===== config.mk =====
export PLATFORM = sky130hd
export DESIGN_NAME = gpu_vram_loader_m_flat
export DESIGN_NICKNAME = d
export VERILOG_FILES = /design/src/rtl/gpu_vram_loader_m_pkg.sv /design/src/rtl/gpu_vram_loader_m_if.sv /design/src/rtl/gpu_vram_loader_m_regs.sv /design/src/rtl/gpu_vram_loader_m.sv /design/src/flat_wrapper.sv
export SDC_FILE = /design/constraint.sdc
export NUM_CORES = 1
export LEC_CHECK = 0
export ABC_AREA = 1
export BUFFER_PORTS_ARGS = -buffer_cell sky130_fd_sc_hd__buf_4
export CAP_MARGIN = 20
export CORE_ASPECT_RATIO = 0.5
export CORE_MARGIN = 4
export CORE_UTILIZATION = 30
export DETAILED_ROUTE_END_ITERATION = 8
export GPL_TIMING_DRIVEN = 1
export PLACE_DENSITY = 0.59
export SLEW_MARGIN = 20
export SYNTH_ARGS = -nofsm -noshare
export SYNTH_HDL_FRONTEND = slang
export SYNTH_SLANG_ARGS = --single-unit

===== constraint.sdc =====
create_clock -name clk_i -period 1.5 [get_ports clk_i]
set_input_delay 0.15 -clock clk_i [delete_from_list [all_inputs] [get_ports clk_i]]
set_output_delay 0.15 -clock clk_i [all_outputs]
set_load 0.01 [all_outputs]

===== src/rtl/gpu_vram_loader_m_pkg.sv =====
// Shared constants for the VRAM loader: register map, CTRL bits, FSM states.
package gpu_vram_loader_m_pkg;

   localparam int LOADER_VRAM_ADDR_WIDTH = 12;
   localparam int LOADER_LEN_WIDTH       = 12;

   localparam logic [2:0] LOADER_REG_SRC_LO = 3'd0;
   localparam logic [2:0] LOADER_REG_SRC_HI = 3'd1;
   localparam logic [2:0] LOADER_REG_DST_LO = 3'd2;
   localparam logic [2:0] LOADER_REG_DST_HI = 3'd3;
   localparam logic [2:0] LOADER_REG_LEN_LO = 3'd4;
   localparam logic [2:0] LOADER_REG_LEN_HI = 3'd5;
   localparam logic [2:0] LOADER_REG_CTRL   = 3'd6;

   localparam int CTRL_START_BIT = 0;
   localparam int CTRL_ABORT_BIT = 1;
   localparam int CTRL_ACK_BIT   = 2;

   typedef enum logic [2:0] {
      ST_IDLE  = 3'd0,
      ST_WAIT  = 3'd1,
      ST_READ  = 3'd2,
      ST_LATCH = 3'd3,
      ST_WRITE = 3'd4,
      ST_DONE  = 3'd5
   } loaderState_e;

   function automatic logic isBusy(input loaderState_e s);
      return (s inside {ST_WAIT, ST_READ, ST_LATCH, ST_WRITE});
   endfunction

endpackage


===== src/rtl/gpu_vram_loader_m_if.sv =====
// CPU register bus, system-memory read port and VRAM write port of the loader.
interface gpu_vram_loader_m_if #(
   parameter int VRAM_ADDR_WIDTH = 12
);
   logic                       cpu_we;
   logic [2:0]                 cpu_addr;
   logic [7:0]                 cpu_wdata;
   logic [7:0]                 cpu_status;
   logic                       irq;
   logic [15:0]                mem_addr;
   logic                       mem_rd;
   logic [7:0]                 mem_rdata;
   logic                       vblank;
   logic [7:0]                 data;
   logic [VRAM_ADDR_WIDTH-1:0] address;
   logic                       cs;

   modport slave (
      input  cpu_we, cpu_addr, cpu_wdata, mem_rdata, vblank,
      output cpu_status, irq, mem_addr, mem_rd, data, address, cs
   );

   modport master (
      output cpu_we, cpu_addr, cpu_wdata, mem_rdata, vblank,
      input  cpu_status, irq, mem_addr, mem_rd, data, address, cs
   );
endinterface


===== src/rtl/gpu_vram_loader_m_regs.sv =====
// Loader register file: holds programmed src/dst/len and decodes CTRL into
// single-cycle start/abort/ack pulses.
module gpu_vram_loader_regs_m
   import gpu_vram_loader_m_pkg::*;
#(
   parameter int VRAM_ADDR_WIDTH = LOADER_VRAM_ADDR_WIDTH,
   parameter int LEN_WIDTH       = LOADER_LEN_WIDTH
) (
   input  logic                       clk_i,
   input  logic                       rst_ni,
   input  logic                       cpuWe_i,
   input  logic [2:0]                 cpuAddr_i,
   input  logic [7:0]                 cpuWdata_i,
   input  logic                       busy_i,
   output logic [15:0]                src_o,
   output logic [VRAM_ADDR_WIDTH-1:0] dst_o,
   output logic [LEN_WIDTH-1:0]       len_o,
   output logic                       start_o,
   output logic                       abort_o,
   output logic                       ack_o
);

   logic [7:0] srcLo_q, srcHi_q, dstLo_q, lenLo_q;
   logic [3:0] dstHi_q, lenHi_q;
   logic [11:0] dstFull, lenFull;
   logic ctrlWrite;

   // Programmed values are frozen while a transfer is running.
   always_ff @(posedge clk_i or negedge rst_ni) begin
      if (!rst_ni) begin
         srcLo_q <= '0;
         srcHi_q <= '0;
         dstLo_q <= '0;
         dstHi_q <= '0;
         lenLo_q <= '0;
         lenHi_q <= '0;
      end else if (cpuWe_i && !busy_i) begin
         case (cpuAddr_i)
            LOADER_REG_SRC_LO: srcLo_q <= cpuWdata_i;
            LOADER_REG_SRC_HI: srcHi_q <= cpuWdata_i;
            LOADER_REG_DST_LO: dstLo_q <= cpuWdata_i;
            LOADER_REG_DST_HI: dstHi_q <= cpuWdata_i[3:0];
            LOADER_REG_LEN_LO: lenLo_q <= cpuWdata_i;
            LOADER_REG_LEN_HI: lenHi_q <= cpuWdata_i[3:0];
            default: ;
         endcase
      end
   end

   assign dstFull = {dstHi_q, dstLo_q};
   assign lenFull = {lenHi_q, lenLo_q};
   assign src_o   = {srcHi_q, srcLo_q};
   assign dst_o   = dstFull[VRAM_ADDR_WIDTH-1:0];
   assign len_o   = lenFull[LEN_WIDTH-1:0];

   // Abort beats a simultaneous start; start is dropped while busy.
   assign ctrlWrite = cpuWe_i && (cpuAddr_i == LOADER_REG_CTRL);
   assign abort_o   = ctrlWrite && cpuWdata_i[CTRL_ABORT_BIT];
   assign start_o   = ctrlWrite && cpuWdata_i[CTRL_START_BIT] && !cpuWdata_i[CTRL_ABORT_BIT] && !busy_i;
   assign ack_o     = ctrlWrite && cpuWdata_i[CTRL_ACK_BIT];

endmodule


===== src/rtl/gpu_vram_loader_m.sv =====
// Copies a byte block from system memory into VRAM, one byte per 3 cycles,
// only starting a byte while vblank is high.
module gpu_vram_loader_m
   import gpu_vram_loader_m_pkg::*;
#(
   parameter int VRAM_ADDR_WIDTH = LOADER_VRAM_ADDR_WIDTH,
   parameter int LEN_WIDTH       = LOADER_LEN_WIDTH
) (
   input  logic                  clk_i,
   input  logic                  rst_ni,
   gpu_vram_loader_m_if.slave    bus
);

   loaderState_e               state_q;
   logic [15:0]                src_q, memAddr_q, regSrc;
   logic [VRAM_ADDR_WIDTH-1:0] dst_q, address_q, regDst;
   logic [LEN_WIDTH-1:0]       len_q, regLen;
   logic [7:0]                 data_q;
   logic                       memRd_q, cs_q, done_q, irq_q;
   logic                       busy, startPulse, abortPulse, ackPulse;

   assign busy = isBusy(state_q);

   gpu_vram_loader_regs_m #(
      .VRAM_ADDR_WIDTH(VRAM_ADDR_WIDTH),
      .LEN_WIDTH      (LEN_WIDTH)
   ) uRegs (
      .clk_i     (clk_i),
      .rst_ni    (rst_ni),
      .cpuWe_i   (bus.cpu_we),
      .cpuAddr_i (bus.cpu_addr),
      .cpuWdata_i(bus.cpu_wdata),
      .busy_i    (busy),
      .src_o     (regSrc),
      .dst_o     (regDst),
      .len_o     (regLen),
      .start_o   (startPulse),
      .abort_o   (abortPulse),
      .ack_o     (ackPulse)
   );

   // WRITE chains straight into READ when vblank is still high, giving 3 cycles/byte.
   // Completion is assigned after the ack clear so it wins a same-cycle ack.
   always_ff @(posedge clk_i or negedge rst_ni) begin
      if (!rst_ni) begin
         state_q   <= ST_IDLE;
         src_q     <= '0;
         dst_q     <= '0;
         len_q     <= '0;
         memAddr_q <= '0;
         memRd_q   <= 1'b0;
         data_q    <= '0;
         address_q <= '0;
         cs_q      <= 1'b0;
         done_q    <= 1'b0;
         irq_q     <= 1'b0;
      end else begin
         memRd_q <= 1'b0;
         cs_q    <= 1'b0;
         if (ackPulse) begin
            done_q <= 1'b0;
            irq_q  <= 1'b0;
         end
         if (abortPulse && busy) begin
            state_q <= ST_IDLE;
         end else begin
            case (state_q)
               ST_IDLE, ST_DONE: begin
                  state_q <= ST_IDLE;
                  if (startPulse) begin
                     src_q  <= regSrc;
                     dst_q  <= regDst;
                     len_q  <= regLen;
                     done_q <= 1'b0;
                     irq_q  <= 1'b0;
                     if (regLen == '0) begin
                        state_q <= ST_DONE;
                        done_q  <= 1'b1;
                        irq_q   <= 1'b1;
                     end else begin
                        state_q <= ST_WAIT;
                     end
                  end
               end
               ST_WAIT: begin
                  if (bus.vblank) begin
                     state_q   <= ST_READ;
                     memRd_q   <= 1'b1;
                     memAddr_q <= src_q;
                  end
               end
               ST_READ: state_q <= ST_LATCH;
               ST_LATCH: begin
                  state_q   <= ST_WRITE;
                  data_q    <= bus.mem_rdata;
                  address_q <= dst_q;
                  cs_q      <= 1'b1;
               end
               ST_WRITE: begin
                  src_q <= src_q + 16'd1;
                  dst_q <= dst_q + VRAM_ADDR_WIDTH'(1);
                  len_q <= len_q - LEN_WIDTH'(1);
                  if (len_q == LEN_WIDTH'(1)) begin
                     state_q <= ST_DONE;
                     done_q  <= 1'b1;
                     irq_q   <= 1'b1;
                  end else if (bus.vblank) begin
                     state_q   <= ST_READ;
                     memRd_q   <= 1'b1;
                     memAddr_q <= src_q + 16'd1;
                  end else begin
                     state_q <= ST_WAIT;
                  end
               end
               default: state_q <= ST_IDLE;
            endcase
         end
      end
   end

   assign bus.cpu_status = {6'b0, done_q, busy};
   assign bus.irq        = irq_q;
   assign bus.mem_addr   = memAddr_q;
   assign bus.mem_rd     = memRd_q;
   assign bus.data       = data_q;
   assign bus.address    = address_q;
   assign bus.cs         = cs_q;

endmodule


===== src/flat_wrapper.sv =====
// flat-port wrapper written by rule: the top's interface ports become plain ports
module gpu_vram_loader_m_flat import gpu_vram_loader_m_pkg::*;
#(
   parameter int VRAM_ADDR_WIDTH = LOADER_VRAM_ADDR_WIDTH,
   parameter int LEN_WIDTH       = LOADER_LEN_WIDTH
)
  (clk_i, rst_ni, bus_cpu_we, bus_cpu_addr, bus_cpu_wdata, bus_mem_rdata, bus_vblank, bus_cpu_status, bus_irq, bus_mem_addr, bus_mem_rd, bus_data, bus_address, bus_cs);
  gpu_vram_loader_m_if #(.VRAM_ADDR_WIDTH(VRAM_ADDR_WIDTH)) bus_i ();
  input  logic clk_i;
  input  logic rst_ni;
  input wire logic [$bits(bus_i.cpu_we)-1:0] bus_cpu_we;
  input wire logic [$bits(bus_i.cpu_addr)-1:0] bus_cpu_addr;
  input wire logic [$bits(bus_i.cpu_wdata)-1:0] bus_cpu_wdata;
  input wire logic [$bits(bus_i.mem_rdata)-1:0] bus_mem_rdata;
  input wire logic [$bits(bus_i.vblank)-1:0] bus_vblank;
  output wire logic [$bits(bus_i.cpu_status)-1:0] bus_cpu_status;
  output wire logic [$bits(bus_i.irq)-1:0] bus_irq;
  output wire logic [$bits(bus_i.mem_addr)-1:0] bus_mem_addr;
  output wire logic [$bits(bus_i.mem_rd)-1:0] bus_mem_rd;
  output wire logic [$bits(bus_i.data)-1:0] bus_data;
  output wire logic [$bits(bus_i.address)-1:0] bus_address;
  output wire logic [$bits(bus_i.cs)-1:0] bus_cs;
  assign bus_i.cpu_we = bus_cpu_we;
  assign bus_i.cpu_addr = bus_cpu_addr;
  assign bus_i.cpu_wdata = bus_cpu_wdata;
  assign bus_i.mem_rdata = bus_mem_rdata;
  assign bus_i.vblank = bus_vblank;
  assign bus_cpu_status = bus_i.cpu_status;
  assign bus_irq = bus_i.irq;
  assign bus_mem_addr = bus_i.mem_addr;
  assign bus_mem_rd = bus_i.mem_rd;
  assign bus_data = bus_i.data;
  assign bus_address = bus_i.address;
  assign bus_cs = bus_i.cs;
  gpu_vram_loader_m #(.VRAM_ADDR_WIDTH(VRAM_ADDR_WIDTH), .LEN_WIDTH(LEN_WIDTH)) u_core (.clk_i(clk_i), .rst_ni(rst_ni), .bus(bus_i));
endmodule

# After elaboration in Yosys (flattened, before gate mapping)
# Index checks and enable logic that the tools add are counted.
# op_classes
reduce_logical	26
order_cmp	0
mul	0
div_mod_pow	0
n_shift	0
n_bitwise	1
n_addsub	3
mux	34
eq_ne	17
# ops
cell	n
two-way mux 16 bit	4
one-hot mux 16 bit (2 select lines)	2
one-hot mux 12 bit (2 select lines)	2
two-way mux 12 bit	2
adder 16 x 1 -> 16 bit, second input constant	1
equality test 3 bit, second input constant	5
two-way mux 3 bit	5
one-hot mux 3 bit (5 select lines)	1
two-way mux 1 bit	14
AND reduction 2 bit	7
adder 12 x 1 -> 12 bit, second input constant	1
equality test 12 x 1 -> 1 bit, second input constant	1
equality test 3 x 2 -> 1 bit, second input constant	4
zero test 12 bit	1
subtractor 12 x 1 -> 12 bit, second input constant	1
logical AND 1 bit	8
equality test 3 x 1 -> 1 bit, second input constant	2
zero test 3 bit	2
!= test 2 bit, second input constant	3
one-hot mux 1 bit (2 select lines)	3
AND reduction 5 bit	1
nonzero test 2 bit	2
nonzero test 4 bit	1
!= test 3 bit, second input constant	1
6 further kinds	7
# word_totals
n_memories	0
latch_bits	0
in_bits	23
reg_bits	123
ramBits	0
rom_bits	0
out_inout_bits	47

# Longest topological paths before layout
# depth
ltp_word	8
ltp_mapped	11
ltp_nobuf	11

# By module
# Synthesis repeated with hierarchy kept, for this count alone.
# hier_totals
hier_cells	854
hier_area_um2	6366.1
# modules_own_cells
mod	cells_each	area_per_inst_um2	n_inst
gpu_vram_loader_m	661	4689.5	1
gpu_vram_loader_regs_m	193	1676.6	1

# Least setup slack after synthesis
# Ideal clock, no wire load.
# synth_path
kind	reg2reg
start	reg u_core.state_q[1]
end	reg u_core.memAddr_q[10], in the netlist u_core.bus.mem_addr[10]
synth_period_minus_slack_ns	1.561
path_stages_with_launch	9
setup_time_ns	0.116
slack_ns	-0.061
t_arrival_ns	1.445
required_ns	1.384
cell_sequence	dfrtp_1 -> nor2_1 -> nand2_1 -> buf_4 -> a21oi_2 -> nand3_1 -> buf_2 -> nand2_1 -> nand2_1
# synth_via
elab_chain_len	5
elab_cells_between_ends	13
classes_between	eq/ne (7); mux (1); bitwise (1); reduce/logical (4)
# synth_rtl
item	line	text
start: declaration	gpu_vram_loader_m.sv:14	loaderState_e state_q;
start signal: assignment	gpu_vram_loader_m.sv:46	state_q <= ST_IDLE;
start signal: assignment	gpu_vram_loader_m.sv:65	state_q <= ST_IDLE;
start signal: assignment	gpu_vram_loader_m.sv:69	state_q <= ST_IDLE;
equality test 3 x 1 -> 1 bit (tied with other cells)	gpu_vram_loader_m_pkg.sv:29, gpu_vram_loader_m.sv:67	
nonzero test 4 bit	gpu_vram_loader_m_pkg.sv:29	return (s inside {ST_WAIT, ST_READ, ST_LATCH, ST_WRITE});
logical AND 1 bit	gpu_vram_loader_m.sv:64	if (abortPulse && busy) begin
NOT 1 bit (no line)	-	
AND reduction 5 bit (no line)	-	
end signal: assignment	gpu_vram_loader_m.sv:89	memAddr_q <= src_q;
end signal: assignment	gpu_vram_loader_m.sv:110	memAddr_q <= src_q + 16'd1;
end: declaration	gpu_vram_loader_m.sv:15	logic [15:0] src_q, memAddr_q, regSrc;
# Several ways; a longest one is shown, not always the timed one.
# A chain may end at the register's enable or synchronous reset.

# Worst setup path after layout
# layout_path
start	reg u_core.state_q[2]
end	reg u_core.len_q[11]
# layout_via
elab_chain_len	6
elab_cells_between_ends	16
classes_between	eq/ne (6); mux (1); bitwise (1); reduce/logical (8)
# layout_rtl
item	line	text
equality test 3 x 1 -> 1 bit (tied with other cells)	gpu_vram_loader_m_pkg.sv:29	
nonzero test 4 bit	gpu_vram_loader_m_pkg.sv:29	
zero test 1 bit	gpu_vram_loader_m_regs.sv:59	assign start_o = ctrlWrite && cpuWdata_i[CTRL_START_BIT] && !cpuWdata_i[CTRL_ABORT_BIT] && !busy_i;
logical AND 1 bit	gpu_vram_loader_m_regs.sv:59	
!= test 2 x 1 -> 1 bit (no line)	-	
AND reduction 3 bit (no line)	-	
end signal: assignment	gpu_vram_loader_m.sv:73	len_q <= regLen;
end signal: assignment	gpu_vram_loader_m.sv:102	len_q <= len_q - LEN_WIDTH'(1);
end: declaration	gpu_vram_loader_m.sv:17	logic [LEN_WIDTH-1:0] len_q, regLen;
# Several ways; a longest one is shown, not always the timed one.

==> results.cfg <==
[outcome]
status = finished with violations
failed_checks = setup timing

[yosys]
yosysSeqAreaShare_pct = 48.6
synth_top_area_share_pct = 48.6
yosys_warnings = 0
synth_flop_cell = dfrtp_1
syn-cell-area_mm2 = 0.00633
ys_seq_elements = 123
synth_top_area_cell = dfrtp_1
syn_avg_cell_area_um2 = 7.37
synth_edf_count = 0
synthTopCellsByArea = dfrtp_1, nand2_1, o21ai_0
netlist_instances = 859
synth_cell_type_count = 34
async_flop_share_pct = 100

[critical_path]
startpoint_type = register
crit_arrival_ns = 1.96
critPathKind = reg2reg
crit_chain = buf_4, o21ai_2, o21ai_2, buf_4, nor2_4, nor2_4, buf_12, buf_6, buf_6, nand2_2, o21ai_2
r2r_setup_slack_ns = -0.14
crit_top_cell = o21ai_2
worstPathRequired_ns = 1.82
cp_num_cells = 11
critPathTopFamily = buffers and inverters
r2r-end = u_core.len_q[11]
r2r_start = u_core.state_q[2]
crit_slowest_cell = dfrtp_2
critPathBufInv = 5
slowest_delay_ns = 0.45
crit_path_max_fanout = 6
cp-end-kind = register
r2r_cells = 11

[hold_path]
hold_path.startpoint = bus_cpu_wdata[7]
min_path_cells = 3
hold_class = in2reg
min_to = u_core.uRegs.dstLo_q[7]

[timing]
slew_violations = 0
rsz0062_at_grt = yes
finalHoldViolations = 0
finClkSkew_ns = 0.00721
min_period_ns = 1.64
timing.final.crit_share_pct = 109
setup_viol = 103
timing.final.ws_setup_ns = -0.137
final.setup.tns_ns = -5.76
fmax_ghz = 0.611

[clocking]
root_buffer = clkbuf_16
clkSinkCount = 123
clk_latency_ns = 0.43
clk_transition_reported_paths_ns = 0.06
cts_buffers = 17
cts_tree = done
htree_levels = 4
clock_path_buffers = 2

[detailed_routing]
antenna_left = 0
post-route-drc-count = 0
vias = 5952
wirelength_mm = 18.1
firstDrtPassIters = 5
drt_iter0_markers = 514
wl_per_cell_um = 14.1
vias_per_cell = 4.62

[finish]
fillers = 2024
layout.nets = 1028
stdcell_count = 1287
areaGrowthSynthToFinish_pct = 40.6
final_common_cell = nand2_1
final_cell_mix = nand2_1, dfrtp_1, buf_4, o21ai_0, inv_1
fin_area_mm2 = 0.00890
diodes = 0
layout-drive-gt1-share_pct = 28.2

[power_and_ir_drop]
power_leakage_nw = 4.53
ir_drop_v = 0.000835
total_power_mw = 19.0
power_density_mw_per_mm2 = 2130

[floorplan]
start_util_pct = 30.6
coreArea_mm2 = 0.0206
rows = 37
ios = 70
die_h_um = 111
die_area_mm2 = 0.0236
die_x_um = 213

[job]
maxCapViolations = 0

[global_routing]
grt_pass1_vias = 5748
grt_pass1_wl_mm = 28.9
grt_usage_pct = 15.2
grt_max_degree = 59
antenna_found_initial = 0
grt_overflow = 0

[placement]
dp_hpwl_mm = 11.9
placed_cells = 1226
routabilityCongestion = 0.834
portBuffers = 63
postPlaceCellArea_mm2 = 0.00753
-- Yosys cell counts, types with 3 or more instances --
library cell / n
inv_2: 3
nor3_1: 3
buf_2: 11
ha_1: 4
nor2_1: 55
nand4_1: 7
clkbuf_1: 11
inv_1: 63
buf_4: 10
nand3_1: 48
buf_6: 4
xor2_1: 3
o21ai_0: 89
a21oi_1: 6
o21ai_1: 17
nor2_4: 3
or2_2: 5
nand2_1: 373
dfrtp_1: 123
-- worst max-delay path by stage --
stage                                 start                 endpoint  slack (ns)
after floorplan           u_core.state_q[2]          u_core.dst_q[5]       0.006
after global placement    u_core.state_q[2]          u_core.len_q[9]        -0.1
after detailed placement  u_core.state_q[0]          u_core.dst_q[2]       -0.18
after CTS                 u_core.state_q[1]        bus_cpu_status[0]       -0.19
final                     u_core.state_q[2]         u_core.len_q[11]       -0.14
after global routing      u_core.state_q[2]  u_core.uRegs.dstLo_q[1]       -0.23
-- flip-flops by register name, indices dropped and copies added, names as in the netlist --
name	count
u_core.bus.address	12
u_core.bus.cs	1
u_core.bus.data	8
u_core.bus.irq	1
u_core.bus.mem_addr	16
u_core.bus.mem_rd	1
u_core.done_q	1
u_core.dst_q	12
u_core.len_q	12
u_core.src_q	16
u_core.state_q	3
u_core.uRegs.dstHi_q	4
u_core.uRegs.dstLo_q	8
u_core.uRegs.lenHi_q	4
u_core.uRegs.lenLo_q	8
u_core.uRegs.srcHi_q	8
u_core.uRegs.srcLo_q	8
-- cell type report --
cell class                 instances  area (um2)  area share (%)
clock buffer                      18         439            4.94
clock inverter                    14         161            1.81
inverter                          67         267            2.99
multi-input combinational        639        3160            35.5
sequential                       123        3080            34.6
tap                              273         342            3.84
timing repair buffer             153        1450            16.3
-- worst reg2reg max path: stages, from the launching register on --
cell	delay (ns)
dfrtp_2	0.45
buf_4	0.15
o21ai_2	0.05
o21ai_2	0.09
buf_4	0.14
nor2_4	0.11
nor2_4	0.05
buf_12	0.14
buf_6	0.12
buf_6	0.12
nand2_2	0.06
o21ai_2	0.04
-- layer usage --
| metal | GRT usage [%] | part of all wire (%) | up-vias |
|---|---|---|---|
| met5 | 0 | 0 | - |
| met4 | 4.60 | 1.5 | 0 |
| met3 | 3.39 | 4.6 | 26 |
| met2 | 23.3 | 46 | 142 |
| met1 | 21.4 | 48 | 2787 |
| li1 | - | - | 2997 |
-- metrics by stage --
step / hold WS, ns / worst slack [ns] / utilization [%]
floorplan: -0.146 / 0.00634 / -
global placement: 0.0585 / -0.0998 / 36.5
detailed placement: 0.0588 / -0.181 / 36.5
CTS: 0.0523 / -0.195 / 40.9
global route: 0.0673 / -0.230 / 43.1
finish: 0.0366 / -0.137 / 43.1
-- cell families (layout without fill, tap and decap cells) --
logic type,count (synthesis),count (layout),share of synthesized area [%]
buffers and inverters,103,252,7.40
adders and majority gates,4,4,0.791
other,1,6,0.0593
xor gates and xnor gates,5,5,0.692
and+or+nand+nor,504,505,32.7
DFF,123,123,48.6
AOI/OAI and AO/OA,119,119,9.71
-- repair_timing --
item / 4_1_cts / 5_1_grt
hold endpoints to repair: 131 / 0
buffers inserted: 8 / 7
resized for setup: 36 / 120
pin swaps: 6 / 17
cloned: 3 / 4
hold buffers: 9 / 0
endpoints found under the setup margin: 113 / 124
-- where the power goes --
| group | total (mW) | switching (mW) | internal (mW) |
|---|---|---|---|
| Sequential | 5.93 | 1.11 | 4.83 |
| Clock | 4.21 | 1.69 | 2.52 |
| Combinational | 8.82 | 4.78 | 4.04 |
| Total | 19.0 | 7.58 | 11.4 |
Power figures use the tool's default switching activity.
